File: config.mk
export PLATFORM = sky130hd
export DESIGN_NAME = mini_mips_multicycle
export DESIGN_NICKNAME = d
export VERILOG_FILES = /design/src/rtl/mini_mips_multicycle.sv
export SDC_FILE = /design/constraint.sdc
export NUM_CORES = 1
export LEC_CHECK = 0
export ABC_AREA = 1
export CORE_AREA = 2 2 344 278
export DETAILED_ROUTE_END_ITERATION = 8
export DIE_AREA = 0 0 346 280
export PLACE_DENSITY_LB_ADDON = 0.25
export SLEW_MARGIN = 30
export SYNTH_ARGS = -nofsm -noshare
export SYNTH_HDL_FRONTEND = slang
export SYNTH_SLANG_ARGS = --single-unit
File: constraint.sdc
create_clock -name clock -period 4.9 [get_ports clock]
set_clock_uncertainty 0.1 [all_clocks]
set_input_delay 0.98 -clock clock [delete_from_list [all_inputs] [get_ports clock]]
set_output_delay 0.98 -clock clock [all_outputs]
set_load 0.02 [all_outputs]
File: src/rtl/mini_mips_multicycle.sv
// mini_mips_multicycle
//   Multi-cycle MiniMIPS core for the 16-bit MiniMIPS instruction set. It holds the PC,
//   an 8-entry register file (r0 hard-wired to zero), the ALU and the control FSM.
//   Instructions come from an external synchronous ROM. Data memory is reached over a
//   req/ack handshake whose latency is variable.
// Ports
//   clock, reset_n          : rising-edge clock, asynchronous active-low reset
//   imem_addr / imem_rdata  : instruction address (== pc); instruction word one cycle later
//   dmem_req/we/addr/wdata  : data access, held stable from MEM entry until dmem_ack
//   dmem_rdata / dmem_ack   : load data and a one-cycle completion pulse
//   pc                      : current PC (word address)
//   retire                  : one-cycle pulse in the state that completes an instruction
//   halted / err            : sticky flags for HALT executed / illegal opcode decoded
module mini_mips_multicycle #(
    parameter int DATA_W   = 32,
    parameter int PC_W     = 16,
    parameter int RESET_PC = 0
) (
    input  logic              clock,
    input  logic              reset_n,
    output logic [PC_W-1:0]   imem_addr,
    input  logic [15:0]       imem_rdata,
    output logic              dmem_req,
    output logic              dmem_we,
    output logic [DATA_W-1:0] dmem_addr,
    output logic [DATA_W-1:0] dmem_wdata,
    input  logic [DATA_W-1:0] dmem_rdata,
    input  logic              dmem_ack,
    output logic [PC_W-1:0]   pc,
    output logic              retire,
    output logic              halted,
    output logic              err
);

    localparam logic [3:0] OP_R    = 4'h0;
    localparam logic [3:0] OP_ADDI = 4'h1;
    localparam logic [3:0] OP_ANDI = 4'h2;
    localparam logic [3:0] OP_ORI  = 4'h3;
    localparam logic [3:0] OP_SLTI = 4'h4;
    localparam logic [3:0] OP_LW   = 4'h5;
    localparam logic [3:0] OP_SW   = 4'h6;
    localparam logic [3:0] OP_BEQ  = 4'h7;
    localparam logic [3:0] OP_BNE  = 4'h8;
    localparam logic [3:0] OP_HALT = 4'hF;

    typedef enum logic [2:0] {
        S_FETCH, S_DECODE, S_EXEC, S_MEM, S_WB, S_HALT, S_ERROR
    } state_t;

    state_t              state_reg, state_next;
    logic [PC_W-1:0]     pc_reg, pc_next;
    logic [15:0]         ir_reg;
    logic [DATA_W-1:0]   a_reg, b_reg, alu_reg, mdr_reg;
    logic [DATA_W-1:0]   rf_reg [0:7];

    // Instruction fields, taken from the latched IR
    logic [3:0]          op;
    logic [2:0]          rt, rd, func;
    logic [DATA_W-1:0]   imm_sext;
    logic [PC_W-1:0]     imm_pc, pc_plus1;

    assign op       = ir_reg[15:12];
    assign rt       = ir_reg[8:6];
    assign rd       = ir_reg[5:3];
    assign func     = ir_reg[2:0];
    assign imm_sext = {{(DATA_W-6){ir_reg[5]}}, ir_reg[5:0]};
    assign imm_pc   = {{(PC_W-6){ir_reg[5]}}, ir_reg[5:0]};
    assign pc_plus1 = pc_reg + PC_W'(1);

    // ALU: R-type uses func; I-type ops map onto the matching R function,
    // and lw/sw use add for the address.
    logic [2:0]          alu_fn;
    logic [DATA_W-1:0]   alu_b, alu_res;

    always_comb begin
        alu_fn = 3'd0;
        alu_b  = imm_sext;
        case (op)
            OP_R: begin
                alu_fn = func;
                alu_b  = b_reg;
            end
            OP_ANDI: alu_fn = 3'd2;
            OP_ORI:  alu_fn = 3'd3;
            OP_SLTI: alu_fn = 3'd4;
            default: alu_fn = 3'd0;
        endcase
    end

    always_comb begin
        alu_res = '0;
        case (alu_fn)
            3'd0: alu_res = a_reg + alu_b;
            3'd1: alu_res = a_reg - alu_b;
            3'd2: alu_res = a_reg & alu_b;
            3'd3: alu_res = a_reg | alu_b;
            3'd4: alu_res = {{(DATA_W-1){1'b0}}, ($signed(a_reg) < $signed(alu_b))};
            3'd5: alu_res = a_reg ^ alu_b;
            3'd6: alu_res = a_reg << alu_b[4:0];
            3'd7: alu_res = a_reg >> alu_b[4:0];
            default: alu_res = '0;
        endcase
    end

    logic br_taken;
    assign br_taken = (op == OP_BEQ) ? (a_reg == b_reg) : (a_reg != b_reg);

    // Control FSM. HALT and ERROR keep pc unchanged, so pc stays on the
    // halting / faulting instruction.
    always_comb begin
        state_next = state_reg;
        pc_next    = pc_reg;
        retire     = 1'b0;
        case (state_reg)
            S_FETCH:  state_next = S_DECODE;
            S_DECODE: state_next = S_EXEC;
            S_EXEC: begin
                case (op)
                    OP_R, OP_ADDI, OP_ANDI, OP_ORI, OP_SLTI: state_next = S_WB;
                    OP_LW, OP_SW: state_next = S_MEM;
                    OP_BEQ, OP_BNE: begin
                        retire     = 1'b1;
                        pc_next    = br_taken ? (pc_plus1 + imm_pc) : pc_plus1;
                        state_next = S_FETCH;
                    end
                    OP_HALT: begin
                        retire     = 1'b1;
                        state_next = S_HALT;
                    end
                    default: state_next = S_ERROR;
                endcase
            end
            S_MEM: begin
                if (dmem_ack) begin
                    if (op == OP_SW) begin
                        retire     = 1'b1;
                        pc_next    = pc_plus1;
                        state_next = S_FETCH;
                    end else begin
                        state_next = S_WB;
                    end
                end
            end
            S_WB: begin
                retire     = 1'b1;
                pc_next    = pc_plus1;
                state_next = S_FETCH;
            end
            S_HALT, S_ERROR: state_next = state_reg;
            default: state_next = S_FETCH;
        endcase
    end

    always_ff @(posedge clock or negedge reset_n) begin
        if (!reset_n) begin
            state_reg <= S_FETCH;
            pc_reg    <= PC_W'(RESET_PC);
            ir_reg    <= '0;
            a_reg     <= '0;
            b_reg     <= '0;
            alu_reg   <= '0;
            mdr_reg   <= '0;
        end else begin
            state_reg <= state_next;
            pc_reg    <= pc_next;
            if (state_reg == S_DECODE) begin
                // Operands are read straight from the incoming instruction word
                ir_reg <= imem_rdata;
                a_reg  <= rf_reg[imem_rdata[11:9]];
                b_reg  <= rf_reg[imem_rdata[8:6]];
            end
            if (state_reg == S_EXEC) begin
                alu_reg <= alu_res;
            end
            if (state_reg == S_MEM && dmem_ack) begin
                mdr_reg <= dmem_rdata;
            end
        end
    end

    // Register file. Entry 0 is never enabled for writing, so it holds its reset value of 0.
    logic [2:0]        wb_idx;
    logic [DATA_W-1:0] wb_data;
    logic              wb_en;

    assign wb_idx  = (op == OP_R) ? rd : rt;
    assign wb_data = (op == OP_LW) ? mdr_reg : alu_reg;
    assign wb_en   = (state_reg == S_WB) && (wb_idx != 3'd0);

    generate
        for (genvar gi = 0; gi < 8; gi++) begin : g_rf
            always_ff @(posedge clock or negedge reset_n) begin
                if (!reset_n) begin
                    rf_reg[gi] <= '0;
                end else if (wb_en && (wb_idx == 3'(gi))) begin
                    rf_reg[gi] <= wb_data;
                end
            end
        end
    endgenerate

    // Memory outputs come straight from state and latched operands. They are
    // therefore stable through a MEM wait, and reset drops them at once.
    assign dmem_req   = (state_reg == S_MEM);
    assign dmem_we    = (state_reg == S_MEM) && (op == OP_SW);
    assign dmem_addr  = alu_reg;
    assign dmem_wdata = b_reg;

    assign imem_addr = pc_reg;
    assign pc        = pc_reg;
    assign halted    = (state_reg == S_HALT);
    assign err       = (state_reg == S_ERROR);

endmodule

==> results.txt, run 1 <==
outcome: finished clean
syn avg cell area: 6.81 um2
number of buffers and inverters on the critical path: 5
dpl cell area: 0.0332 mm2
post-synth cell types: 58
WL per Instance: 25.2 um
PostCTS Resize Cnt: 0
Max FO, Critical Path: 27
area occupied by multi-input gates: 0.0169 mm2
core area: 0.0938 mm2
CTS Buffer Depth: 3
design area: 0.0349 mm2
Hold Path Class: in2async
hpwl dp: 107,000 um
cts hold-fix bufs: 0
CP endpoint kind: register
share of the synthesized area in the top cell type: 34.1%
Post-synth EDFFs: 0
CP Data Required Time: 5390 ps
initial DRC count: 3,968
Root Buffer: clkbuf_16
Ys Warns: 0
Worst Path Arrival: 4880 ps
GRT Util Overall: 29.1%
setup_tns: 0 ps
Post-Syn Nets: 4,641
Max-Cap Viols: 0
GRT overflow: 0
Least-Margin Pin Slew: 1020 ps
final setup fails: 0
Synth Flop Type: dfrtp_1
# H-tree levels: 2
Syn Std Cell Area: 0.0305 mm2
Setup CP Type: reg2reg
max reg flops: 256
Rows: 101
Reg area: 0.0104 mm2
global-route wire length before repair: 208,000 um
critical path's largest stage delay: 700 ps
PortBufs: 151
initial antenna violation count: 12
full die area: 0.0969 mm2
number of global-route vias before repair: 28,900
min cycle time layout: 4390 ps
fmax: 228 MHz
final core occ: 37.2%
Final Max Tran Viols: 0
clk slew on worst S/H paths: 60 ps
Hold Vio Cnt, Final: 0
share of synthesized registers carrying an async set or reset: 100%
critical path's top delay family: compound AO/OA/AOI/OAI gates
DRC: 0
sequential share of the synthesized area: 34.1%
Final nets: 4,634
postcts setup bufs: 0
FF-to-FF setup slack: 510 ps
total clock sinks: 416
Slew HR: 31.6%
largest net degree at the start of global routing: 113
worst-skew pair later-pin latency: 670 ps
I/O Pins: 152
Initial Utilization: 32.6%
Crit path top cell by count: nand2_1
CTS tree: built
largest cells by area after synthesis: dfrtp_1 (34%), nand2_1 (13%), o21ai_0 (11%)
crit path cell chain: inv_1, nand2_1, buf_4, o21ai_0, ha_1, a21oi_1, a21boi_0, inv_1, nand2_1, nand2_1, a21oi_1, o21ai_0, nand2_1, nand3_1, nand2_1, inv_1, nand3_1, nand2_1, inv_1
Period Utilization, post-route: 89.6%
total CTS buffers: 50
Yosys reg bits: 416
Die W: 346 um
RD Place Congestion: 1.07
# fillers: 10,000
Crit-path slowest cell: dfrtp_1
Worst setup SP type: register
synthesis-to-finish area growth: 14.3%
drt pass-1 iters: 8
ANT nets after route: 0
final WL: 145,000 um
Die H: 280 um
ratio of cells with drive above 1 in the final layout: 6.81%
RSZ-0062 raised after global routing: false
area leader, netlist: dfrtp_1
Post-Synthesis Cells: 4,482
vias: 32,100
routed vias/inst: 5.57
routing by layer:
layer / vias up / wire length (um) / global-route usage (%)
li1: 14900 / - / -
met1: 15400 / 67500 / 43.8
met2: 1549 / 57900 / 40.7
met3: 213 / 14200 / 5.86
met4: 10 / 5240 / 9.92
met5: - / 68 / 0
cells in the mapped netlist, drive strengths merged (14+ instances only):
cell type     n
nand3       292
xnor2        26
o21ai       731
o311ai       19
ha          106
xor2         18
nand2      1057
or2          38
mux2         55
a221o        14
nand4        21
nor3         33
o211ai       29
buf          83
clkbuf      227
a21oi       446
dfrtp       416
o221ai       36
nor2        213
inv         509
path summary, 6_finish.rpt:
check,start,end,cells after the start
setup reg to reg,ir_reg[5]$_DFFE_PN0N_,dmem_addr[22]$_DFFE_PN0N_,19
max in group asynchronous,reset_n,rf_reg[169]$_DFFE_PN0P_,2
min in group clock,rf_reg[249]$_DFFE_PN0P_,rf_reg[249]$_DFFE_PN0P_,0
setup / recovery,ir_reg[5]$_DFFE_PN0N_,dmem_addr[22]$_DFFE_PN0N_,19
hold / removal,reset_n,a_reg[0]$_DFFE_PN0N_,1
hold reg to reg,rf_reg[249]$_DFFE_PN0P_,rf_reg[249]$_DFFE_PN0P_,0
cells in the final DEF, fill, tap and decap left out, drive strengths merged, types with 11 or more instances in the layout:
cell type         n
a221o            14
nand3b           13
o221ai           36
nand2          1057
o311ai           19
a21oi           446
mux2             55
xnor2            26
buf             105
nor3             33
o21ai           731
clkdlybuf4s50   146
nor2            213
o21bai           12
xor2             18
clkbuf           69
o211ai           29
inv             509
nor4             11
clkinv           17
or2              38
ha              106
nand3           292
nand4            21
dfrtp           416
per-stage QoR:
stage	setup slack, ps	std cells	hold slack [ps]
2_1_floorplan	1340	4482	340
3_3_place_gp	767	5659	276
3_5_place_dp	755	5659	279
4_1_cts	733	5747	290
5_1_grt	366	5749	298
6_report	508	5752	249
cell families (layout without fill, tap and decap cells):
kind of cell               count (synthesis)  in the layout  share of synthesized area, %
muxes                                     56             56                          2.06
adders and majority gates                108            108                          4.48
and+or+nand+nor                         1682           1682                          23.2
DFF                                      416            416                          34.1
AOI/OAI and AO/OA                       1352           1352                          24.2
other                                      0              5                             0
buffers and inverters                    824            853                          10.7
xor gates and xnor gates                  44             44                          1.26
worst reg2reg max path, cell delays in order (launching register included):
cell and delay, ps:
dfrtp_1 700, inv_1 180, nand2_1 140, buf_4 320
o21ai_0 260, ha_1 460, a21oi_1 280, a21boi_0 460
inv_1 220, nand2_1 130, nand2_1 150, a21oi_1 330
o21ai_0 170, nand2_1 80, nand3_1 70, nand2_1 80
inv_1 50, nand3_1 80, nand2_1 50, inv_1 50
final cells by class:
type	instances	area share [%]
inverter	514	5.54
clock buffer	69	4.08
antenna	5	0.0359
sequential	416	29.8
timing repair buffer	251	6.87
clock inverter	19	0.753
tap	1236	4.43
multi-input combinational	3242	48.5
Power of run 1 is left out: the tool's default activity adds up to more than one toggle a clock period on the data nets, which glitch-free logic cannot reach.
==> inputs of run 2 (changes only) <==
--- a/config.mk
+++ b/config.mk
@@ -9,6 +9,7 @@
 export CORE_AREA = 2 2 344 278
 export DETAILED_ROUTE_END_ITERATION = 8
 export DIE_AREA = 0 0 346 280
+export GPL_ROUTABILITY_DRIVEN = 1
 export PLACE_DENSITY_LB_ADDON = 0.25
 export SLEW_MARGIN = 30
 export SYNTH_ARGS = -nofsm -noshare
==> results of run 2 <==
Final layout, timing and power as in run 1 (identical DEF).
Power of run 2 is left out for the same reason.
